===== src/rtl/bp_pkg.sv =====
// Types and constants shared by the branch predictor, the BHT and the decoder.
// Tags are stored zero-extended to the widest possible tag, so any SETS fits one entry type.
package bp_pkg;

  localparam int DEF_SETS  = 32;
  localparam int DEF_CNT_W = 16;
  localparam int TAG_MAX_W = 30;

  typedef enum logic [2:0] {
    NOBRANCH = 3'd0,
    BR_BEQ   = 3'd1,
    BR_BNE   = 3'd2,
    BR_BLT   = 3'd3,
    BR_BGE   = 3'd4,
    BR_BLTU  = 3'd5,
    BR_BGEU  = 3'd6,
    BR_JUMP  = 3'd7
  } branch_type_t;

  typedef struct packed {
    logic                 valid;
    logic [TAG_MAX_W-1:0] tag;
    logic [31:0]          target;
  } btb_entry_t;

  function automatic logic [TAG_MAX_W-1:0] pc_tag(input logic [31:0] pc, input int index_w);
    logic [31:0] shifted;
    shifted = pc >> (index_w + 2);
    return shifted[TAG_MAX_W-1:0];
  endfunction

endpackage


===== src/rtl/btb_way.sv =====
// One BTB way: valid bits with asynchronous clear, tag/target storage with no reset.
// Two asynchronous read ports (fetch lookup and EX training) and one synchronous write port.
module btb_way
  import bp_pkg::*;
#(
  parameter int SETS = DEF_SETS,
  localparam int INDEX_W = $clog2(SETS)
) (
  input  logic                 clk,
  input  logic                 rst,
  input  logic [INDEX_W-1:0]   rd_index_a,
  output btb_entry_t           rd_entry_a,
  input  logic [INDEX_W-1:0]   rd_index_b,
  output btb_entry_t           rd_entry_b,
  input  logic                 wr_en,
  input  logic [INDEX_W-1:0]   wr_index,
  input  logic [TAG_MAX_W-1:0] wr_tag,
  input  logic [31:0]          wr_target
);

  logic [SETS-1:0]      valid_bits;
  logic [TAG_MAX_W-1:0] tag_mem    [SETS];
  logic [31:0]          target_mem [SETS];

  always_ff @(posedge clk or posedge rst) begin
    if (rst) begin
      valid_bits <= '0;
    end else if (wr_en) begin
      valid_bits[wr_index] <= 1'b1;
    end
  end

  // Tag/target contents are don't-care until the valid bit is set, so no reset here.
  always_ff @(posedge clk) begin
    if (wr_en) begin
      tag_mem[wr_index]    <= wr_tag;
      target_mem[wr_index] <= wr_target;
    end
  end

  always_comb begin
    rd_entry_a.valid  = valid_bits[rd_index_a];
    rd_entry_a.tag    = tag_mem[rd_index_a];
    rd_entry_a.target = target_mem[rd_index_a];
    rd_entry_b.valid  = valid_bits[rd_index_b];
    rd_entry_b.tag    = tag_mem[rd_index_b];
    rd_entry_b.target = target_mem[rd_index_b];
  end

endmodule


===== src/rtl/btb_predictor.sv =====
// Fetch-stage next-PC predictor: 2-way BTB lookup in IF, branch resolve and BTB training in EX,
// plus saturating accuracy counters.
module btb_predictor
  import bp_pkg::*;
#(
  parameter int SETS  = DEF_SETS,
  parameter int CNT_W = DEF_CNT_W,
  localparam int INDEX_W = $clog2(SETS)
) (
  input  logic             clk,
  input  logic             rst,
  input  logic [31:0]      PCF,
  input  logic             bht_taken_f,
  output logic [31:0]      npc_pred_f,
  output logic             pred_taken_f,
  output logic             btb_hit_f,
  input  logic [31:0]      PCE,
  input  logic [2:0]       branch_type_e,
  input  logic             real_taken_e,
  input  logic [31:0]      real_target_e,
  input  logic             pred_taken_e,
  input  logic [31:0]      pred_target_e,
  output logic             mispredict_e,
  output logic [31:0]      redirect_pc_e,
  output logic [CNT_W-1:0] hit_count,
  output logic [CNT_W-1:0] mispredict_count
);

  logic [INDEX_W-1:0]   index_f, index_e;
  logic [TAG_MAX_W-1:0] tag_f, tag_e;
  btb_entry_t           entry_f [2];
  btb_entry_t           entry_e [2];
  logic [1:0]           way_hit_f, way_hit_e, way_wr_en;

  logic [SETS-1:0] lru_bits;
  logic            is_branch;
  logic            victim;
  logic            lru_we;
  logic            lru_value;

  assign index_f = PCF[INDEX_W+1:2];
  assign index_e = PCE[INDEX_W+1:2];
  assign tag_f   = pc_tag(PCF, INDEX_W);
  assign tag_e   = pc_tag(PCE, INDEX_W);

  genvar gi;
  generate
    for (gi = 0; gi < 2; gi++) begin : g_way
      btb_way #(.SETS(SETS)) u_way (
        .clk        (clk),
        .rst        (rst),
        .rd_index_a (index_f),
        .rd_entry_a (entry_f[gi]),
        .rd_index_b (index_e),
        .rd_entry_b (entry_e[gi]),
        .wr_en      (way_wr_en[gi]),
        .wr_index   (index_e),
        .wr_tag     (tag_e),
        .wr_target  (real_target_e)
      );
      assign way_hit_f[gi] = entry_f[gi].valid && (entry_f[gi].tag == tag_f);
      assign way_hit_e[gi] = entry_e[gi].valid && (entry_e[gi].tag == tag_e);
    end
  endgenerate

  // Lookup: way0 takes priority if both ways ever match.
  assign btb_hit_f    = |way_hit_f;
  assign pred_taken_f = btb_hit_f & bht_taken_f;
  assign npc_pred_f   = pred_taken_f ? (way_hit_f[0] ? entry_f[0].target : entry_f[1].target)
                                     : PCF + 32'd4;

  // Resolve
  assign is_branch     = (branch_type_e != NOBRANCH);
  assign mispredict_e  = is_branch &&
                         ((pred_taken_e != real_taken_e) ||
                          (pred_taken_e && real_taken_e && (pred_target_e != real_target_e)));
  assign redirect_pc_e = real_taken_e ? real_target_e : PCE + 32'd4;

  // Train: pick the way to write and the new LRU value for the EX set.
  always_comb begin
    way_wr_en = 2'b00;
    lru_we    = 1'b0;
    lru_value = 1'b0;
    victim    = 1'b0;
    if (!entry_e[0].valid) begin
      victim = 1'b0;
    end else if (!entry_e[1].valid) begin
      victim = 1'b1;
    end else begin
      victim = lru_bits[index_e];
    end
    if (is_branch) begin
      if (way_hit_e[0]) begin
        way_wr_en[0] = real_taken_e;
        lru_we       = 1'b1;
        lru_value    = 1'b1;
      end else if (way_hit_e[1]) begin
        way_wr_en[1] = real_taken_e;
        lru_we       = 1'b1;
        lru_value    = 1'b0;
      end else if (real_taken_e) begin
        way_wr_en[victim] = 1'b1;
        lru_we            = 1'b1;
        lru_value         = ~victim;
      end
    end
  end

  always_ff @(posedge clk or posedge rst) begin
    if (rst) begin
      lru_bits <= '0;
    end else if (lru_we) begin
      lru_bits[index_e] <= lru_value;
    end
  end

  // Statistics saturate at all-ones.
  always_ff @(posedge clk or posedge rst) begin
    if (rst) begin
      hit_count        <= '0;
      mispredict_count <= '0;
    end else if (is_branch) begin
      if (mispredict_e) begin
        if (mispredict_count != '1) mispredict_count <= mispredict_count + 1'b1;
      end else if (pred_taken_e) begin
        if (hit_count != '1) hit_count <= hit_count + 1'b1;
      end
    end
  end

endmodule


===== config.mk =====
export PLATFORM = sky130hd
export DESIGN_NAME = btb_predictor
export DESIGN_NICKNAME = d
export VERILOG_FILES = /design/src/rtl/bp_pkg.sv /design/src/rtl/btb_way.sv /design/src/rtl/btb_predictor.sv
export SDC_FILE = /design/constraint.sdc
export NUM_CORES = 2
export LEC_CHECK = 0
export CAP_MARGIN = 10
export CORE_ASPECT_RATIO = 1.5
export CORE_MARGIN = 8
export CORE_UTILIZATION = 25
export DETAILED_ROUTE_END_ITERATION = 8
export PLACE_DENSITY_LB_ADDON = 0.1
export SLEW_MARGIN = 20
export SYNTH_ARGS = -nofsm -noshare
export SYNTH_HDL_FRONTEND = slang
export SYNTH_SLANG_ARGS = --single-unit
export TNS_END_PERCENT = 20

===== constraint.sdc =====
create_clock -name clk -period 12.06 [get_ports clk]
set_input_delay 1.809 -clock clk [delete_from_list [all_inputs] [get_ports clk]]
set_output_delay 1.809 -clock clk [all_outputs]
set_load 0.01 [all_outputs]

# Word level (Yosys, flattened, before mapping)
# Memory sizes are Yosys's and may differ from the RTL's.
# Index checks and enable logic that the tools add are counted.
op_classes:
  add_sub_neg: 4
  n_lt_le_gt_ge: 5
  bitwise: 5
  shift: 0
  eq_ne: 8
  mul: 0
  muxes: 38
  n_reduce_logical: 14
  div_mod_pow: 0
ops:
  columns: ["op", "count"]
  rows:
  - ["== test 30 x 25 -> 1 bit", 4]
  - ["two-way mux 32 bit", 3]
  - ["adder 32 x 3 -> 32 bit (second input constant)", 2]
  - ["bitwise OR 32 bit", 2]
  - ["adder 16 x 1 -> 16 bit (second input constant)", 2]
  - ["bitwise mux 32 bit", 1]
  - ["inequality test 16 bit (second input constant)", 2]
  - ["inequality test 32 bit", 1]
  - ["binary-select mux 1 bit (select 5 bit)", 5]
  - ["two-way mux 1 bit", 25]
  - ["less-than comparator 5 x 6 -> 1 bit (second input constant)", 2]
  - ["logical AND 1 bit", 9]
  - ["demux 1 bit (select 5 bit)", 1]
  - [">= comparator 5 x 1 -> 1 bit (second input constant)", 1]
  - ["two-way mux 2 bit", 2]
  - ["AND reduction 4 bit", 1]
  - ["AND reduction 3 bit", 1]
  - ["nonzero test 3 bit", 1]
  - ["less-than comparator 1 x 2 -> 1 bit (second input constant)", 1]
  - ["NOT 1 bit", 2]
  - ["OR reduction 2 bit", 1]
  - ["AND 1 bit", 1]
  - ["demux 1 bit (select 1 bit)", 1]
  - [">= comparator 1 bit (second input constant)", 1]
  - ["2 further kinds", 2]
totals:
  latch_bits: 0
  ram_bits: 3648
  inputBits: 136
  regBits: 128
  romBits: 0
  output_inout_bits: 99
  memories: 4
  word_cells: 83
memory_table:
  columns: ["memory", "words", "word_bits", "read_ports", "rd_ports_with_merged_regs", "wr", "line_no", "text"]
  rows:
  - ["g_way[0].u_way.target_mem", 32, 32, 1, 0, 1, "btb_way.sv:23", "logic [31:0] target_mem [SETS];"]
  - ["g_way[1].u_way.target_mem", 32, 32, 1, 0, 1, "btb_way.sv:23", null]
  - ["g_way[0].u_way.tag_mem", 32, 25, 2, 0, 1, "btb_way.sv:22", "logic [TAG_MAX_W-1:0] tag_mem [SETS];"]
  - ["g_way[1].u_way.tag_mem", 32, 25, 2, 0, 1, "btb_way.sv:22", null]

# Logic depth before layout (Yosys ltp)
logic_depth:
  depth_word: 14
  mapped_depth: 21
  depth_no_buf: 10

# Modules after synthesis
# From an unflattened synthesis, not the netlist that was laid out.
hier_totals:
  hier_cells: 11246
  hier_area_um2: 192614.7
by_module_without_submodules:
  columns: ["mod", "cells_per_inst", "n_inst", "seq_area_each_um2", "area_each_um2"]
  rows:
  - ["btb_way", 5221, 2, 60377.9, 92772.7]
  - ["btb_predictor", 804, 1, 1601.5, 7069.3]

# Worst setup path after synthesis
# No wires, ideal clock.
synth_timing:
  kind: "input -> output"
  from: "input port PCF[2]"
  to: "output port npc_pred_f[11]"
  stages: 18
  arrival_time_ps: 5859
  n_path_buf: 12
  path_slack_ps: 4392
  required_time_ps: 10251
  path_cell_list: "buf_4 buf_6 buf_4 buf_4 buf_4 buf_4 buf_6 buf_6 buf_4 buf_2 buf_2 buf_2 mux4_2 mux4_2 nand2_1 a21oi_1 a211oi_1 mux2i_1"
synth_via:
  elab_chain_cells: 6
  word_cells_on_any_way: 17
  classes_between: "1 x add/sub; 2 x eq/ne; 6 x mux; 1 x bitwise; 3 x reduce/logical; 4 x memory"
synth_rtl:
  columns: ["item", "line_no", "text"]
  rows:
  - ["from (decl)", "btb_predictor.sv:12", "input logic [31:0] PCF,"]
  - ["memory (32 x 25 bit) or binary-select mux 1 bit (select 5 bit) (tied branches)", null, null]
  - ["== test 30 x 25 -> 1 bit or two-way mux 1 bit (tied branches)", "btb_predictor.sv:61, btb_way.sv:42", null]
  - ["logical AND 1 bit", "btb_predictor.sv:61", "assign way_hit_f[gi] = entry_f[gi].valid && (entry_f[gi].tag == tag_f);"]
  - ["OR reduction 2 bit", "btb_predictor.sv:67", "assign btb_hit_f = |way_hit_f;"]
  - ["AND 1 bit", "btb_predictor.sv:68", "assign pred_taken_f = btb_hit_f & bht_taken_f;"]
  - ["two-way mux 32 bit *", "btb_predictor.sv:69", "assign npc_pred_f = pred_taken_f ? (way_hit_f[0] ? entry_f[0].target : entry_f[1].target)"]
  - ["to (decl)", "btb_predictor.sv:14", "output logic [31:0] npc_pred_f,"]
# Mark *: on every way between the ends. The rest lies on a longest branch, timed or not. The select of a mux whose other input is x is not followed.

# Final worst setup path
layout_timing:
  from: "input port PCF[5]"
  to: "output port npc_pred_f[22]"
# The elaborated chain is that of the path after synthesis.

==> impl_metrics.csv <==
group,metric,value,unit
synthesis,ys_types,73,
route,drc,0,
clock_tree,cts_num_sinks,3776,
route,final_routed_wirelength,754000,um
final_layout,postLayoutCoreUtil,29.7,%
grt,grt_util_all_layers,21.8,%
worst_hold_path,worstHoldPathCells,1,
timing,max_frequency,91.8,MHz
clock_tree,buffer_count_from_post_cts_setup_fixing,0,
floorplanning,die_height,999,um
grt,grt_max_degree,99,
final_layout,layout-drive-gt1-share,27.5,%
grt,grt_pass1_vias,95300,
pwr,netSwitchingPower,7.38,mW
timing,finalHoldViolCount,0,
timing,rsz0062_at_grt,"false",
pwr,power_density,159,nW/um^2
final_layout,final-seq-area,113000,um^2
worst_setup_path,slowest_delay,1.14,ns
synthesis,ys_seq_elements,3776,
grt,grt_pass1_wl,979000,um
floorplanning,rows,361,
route,vias,92700,
pwr,seq_power_share,48.5,%
worst_setup_path,critical-path-top-cell-by-count,"sky130_fd_sc_hd__a211oi_1",
worst_setup_path,crit-reg2reg-launch,"g_way[0].u_way.tag_mem[27][3]",
grt,globalRouteMet1Util,26.2,%
timing,fin_setup_tns,0,ns
clock_tree,cts.reportedPaths.clkPinSlew,0.06,ns
synthesis,synthesis.instances,8171,
worst_setup_path,path_depth,13,
synthesis,synthDominantCellAreaShare,68.0,%
route,route.antenna.remaining_nets,0,
worst_setup_path,critical_path_peak_fanout,45,
final_layout,layout_common_cells,"3648 x sky130_fd_sc_hd__edfxtp_1, 1115 x sky130_fd_sc_hd__mux4_2, 858 x sky130_fd_sc_hd__mux2i_1",
worst_setup_path,critical-path-top-delay-family,"simple AND/OR/NAND/NOR gates",
pwr,p_sw_share,24.4,%
grt,grt.met2_usage,38.9,%
placed_design,detailedPlacementHpwl,472000,um
placed_design,gpl.final_weighted_congestion,0.846,
timing,final_hold_slack,0.484,ns
worst_setup_path,worstRegToRegCells,13,
placed_design,port-buffer-count,234,
final_layout,multi_input_comb_area,46200,um^2
synthesis,synth-async-reset-ratio,3.39,%
floorplanning,dieWidth,671,um
route,dr_iter_0_viols,9636,
worst_setup_path,reg_to_reg_endpoint,"g_way[0].u_way.tag_mem[17][7]",
final_layout,area_growth_syn_to_layout,18.5,%
grt,antenna_found_initial,81,
worst_setup_path,worstSetupPathType,"input pin to output port",
route,route.detailed.vias_per_inst,5.26,
timing,finalWorstPathRequiredPeriod,10.89,ns
pwr,largest_voltage_drop_on_the_vdd_net,0.113,mV
run_status,run_status,"finished, final reports clean",
worst_setup_path,critical_path.endpoint_type,"output port",
grt,global_route.usage.met3,3.35,%
final_layout,layout_commonest_cell,"sky130_fd_sc_hd__edfxtp_1",
clock_tree,clock_latency,0.99,ns
synthesis,synth_area_per_cell,19.7,um^2
synthesis,netlist_area,161000,um^2
worst_setup_path,cp.buffers_inverters,3,
clock_tree,cts_tree,"built",
timing,slew_viol_final,0,
synthesis,synth_ff_type,"sky130_fd_sc_hd__edfxtp_1",
worst_hold_path,hold_path_startpoint,"g_way[1].u_way.valid_bits[7]",
placed_design,preCtsSetupSlack,1.32,ns
synthesis,synth_area_leaders,"sky130_fd_sc_hd__edfxtp_1 68%, sky130_fd_sc_hd__mux4_2 16%, sky130_fd_sc_hd__mux2i_1 5.3%",
worst_hold_path,holdCritPathClass,"register to register",
synthesis,synth_enable_flop_cells,3648,
route,routed_wire_length_per_instance,42.7,um
worst_setup_path,critical_path_start_type,"input pin",
route,drt_pass1_iterations,5,
clock_tree,cts_hold_repair.buffers,0,
floorplanning,initial_core_util,25.0,%
worst_setup_path,cp_cell_sequence,"buf_8, buf_4, nor2_1, a22oi_1, nand3_1, o21ai_0, xor2_1, nand4_1, or3_2, a211oi_1, a211oi_1, mux2i_1, clkdlybuf4s50_1",
synthesis,synth.yosys.seq_area_share,70.0,%
floorplanning,top_level_ports,235,
run,drv_cap,0,
final_layout,fillCellCount,62800,
timing,worst_slack,1.17,ns
clock_tree,cts-root-to-sink-buffers,4,
clock_tree,tritoncts.num_buffers,404,
grt,grt.overflow.total,0,
worst_setup_path,crit_end,"npc_pred_f[22]",
timing,setup_viol,0,
clock_tree,clk_root_buffer_cell,"sky130_fd_sc_hd__clkbuf_16",
worst_setup_path,reg2reg_setup_slack,5.18,ns
worst_setup_path,critical_path_required,10.25,ns
pwr,p_int,22.9,mW
worst_setup_path,startpoint,"PCF[5]",
pwr,totalPowerFinal,30.2,mW
pwr,leakagePower,61.1,nW
timing,finalCritPeriodShare,90.3,%
synthesis,synth_top_cell_by_area,"sky130_fd_sc_hd__edfxtp_1",
clock_tree,post_cts_resized,0,
grt,grt_peak_use_layer,"met2",
pwr,power_frac_clock,42.8,%
timing,maxSlewHeadroom,20.7,%
pwr,power_frac_comb,8.7,%
floorplanning,die_area,670000,um^2
worst_setup_path,timing.critical_path.arrival,9.08,ns
synthesis,synthesis.nets,8315,
floorplanning,total_core_area,643000,um^2
worst_setup_path,slowest_stage_cell_on_the_critical_path,"sky130_fd_sc_hd__or3_2",
clock_tree,htree_num_levels,5,
final_layout,nNetsFinal,8875,
timing,worst_clock_skew,0.0812,ns
timing,worst_pin_slew,1.18,ns
synthesis,yosys_warnings,0,
-- worst reg2reg max path, cell delays in order, from the launching register on --
cell	delay (ns)
sky130_fd_sc_hd__edfxtp_1	0.37
sky130_fd_sc_hd__mux4_2	0.53
sky130_fd_sc_hd__a22oi_1	0.27
sky130_fd_sc_hd__nand4_1	0.16
sky130_fd_sc_hd__xnor2_1	0.31
sky130_fd_sc_hd__nor4_1	0.36
sky130_fd_sc_hd__buf_4	0.18
sky130_fd_sc_hd__and4_1	0.59
sky130_fd_sc_hd__nand4_1	0.95
sky130_fd_sc_hd__nand2b_1	0.52
sky130_fd_sc_hd__and3_2	0.78
sky130_fd_sc_hd__buf_4	0.51
sky130_fd_sc_hd__and3_4	0.27
sky130_fd_sc_hd__buf_12	0.52
-- synthesized netlist by cell type, drive strengths merged (5+ instances only) --
cell and instances:
a211o 9, a211oi 72, a21o 10, a21oi 106, a221o 6, a221oi 14
a22oi 67, a2bb2oi 5, a31o 56, a31oi 7, a32oi 5, and2 58
and3 104, and3b 5, and4 12, buf 273, clkbuf 306, dfrtp 128
edfxtp 3648, ha 8, inv 15, mux2 54, mux2i 858, mux4 1115
nand2 243, nand3 70, nand4 44, nand4bb 6, nor2 52, nor2b 13
nor3 13, nor4 87, o211ai 8, o21ai 58, o21bai 7, o221ai 34
o22ai 346, or3 9, or4 15, xnor2 94, xor2 86
-- flip-flops by register name, summed over array words and instances, names as in the netlist --
signal,cells
g_way.u_way.target_mem,2048
g_way.u_way.tag_mem,1600
g_way.u_way.valid_bits,64
lru_bits,32
hit_count,16
mispredict_count,16
-- per-layer routing --
metal,up-vias,part of all wire (%)
met3,1019,5.4
met1,52300,39
met5,-,0.021
li1,35700,-
met4,24,5.0
met2,3635,51
-- kinds of logic (layout without fill, tap and decap cells) --
group / count (synthesis) / count (layout) / synth area share [%]
flip-flops: 3776 / 3776 / 70.0
multiplexers: 2027 / 2027 / 21.3
AO/OA/AOI/OAI: 831 / 831 / 3.47
AND/OR/NAND/NOR: 753 / 753 / 2.49
buffers and inverters: 596 / 1493 / 1.64
XOR/XNOR: 180 / 180 / 0.979
adder cells (fa/ha/maj): 8 / 8 / 0.0622
other: 0 / 39 / 0
-- power groups by stage --
stage / Sequential [mW] / Clock (mW) / Combinational [mW]
6_report: 14.7 / 12.9 / 2.63
5_1_grt: 14.7 / 13.7 / 2.73
4_1_cts: 14.7 / 13.2 / 2.69
3_5_place_dp: 14.9 / 0 / 2.68
3_3_place_gp: 14.9 / 0 / 2.67
2_1_floorplan: 14.9 / 0 / 1.25
-- cell type report --
cell class                      count  share of cell area [%]
Antenna cell                       39                  0.0512
Clock buffer                      489                    5.53
Clock inverter                    254                    1.50
Inverter                           17                  0.0387
Multi-Input combinational cell   3799                    24.2
Sequential cell                  3776                    59.1
Tap cell                         8530                    5.60
Timing Repair Buffer              733                    3.94
-- how the worst min path moves through the flow --
stage                                                to
final                      g_way[1].u_way.valid_bits[7]
after floorplan           g_way[0].u_way.valid_bits[31]
after global placement    g_way[0].u_way.valid_bits[31]
after detailed placement  g_way[0].u_way.valid_bits[31]
after CTS                 g_way[0].u_way.valid_bits[31]
after global routing      g_way[0].u_way.valid_bits[31]
-- through the flow --
step / cell area [um^2] / instances
2_1_floorplan: 161000 / 8171
3_3_place_gp: 177000 / 16900
3_5_place_dp: 177000 / 16900
4_1_cts: 191000 / 17600
5_1_grt: 191000 / 17600
6_report: 191000 / 17600
No activity file was read; power rests on OpenSTA's default activity.
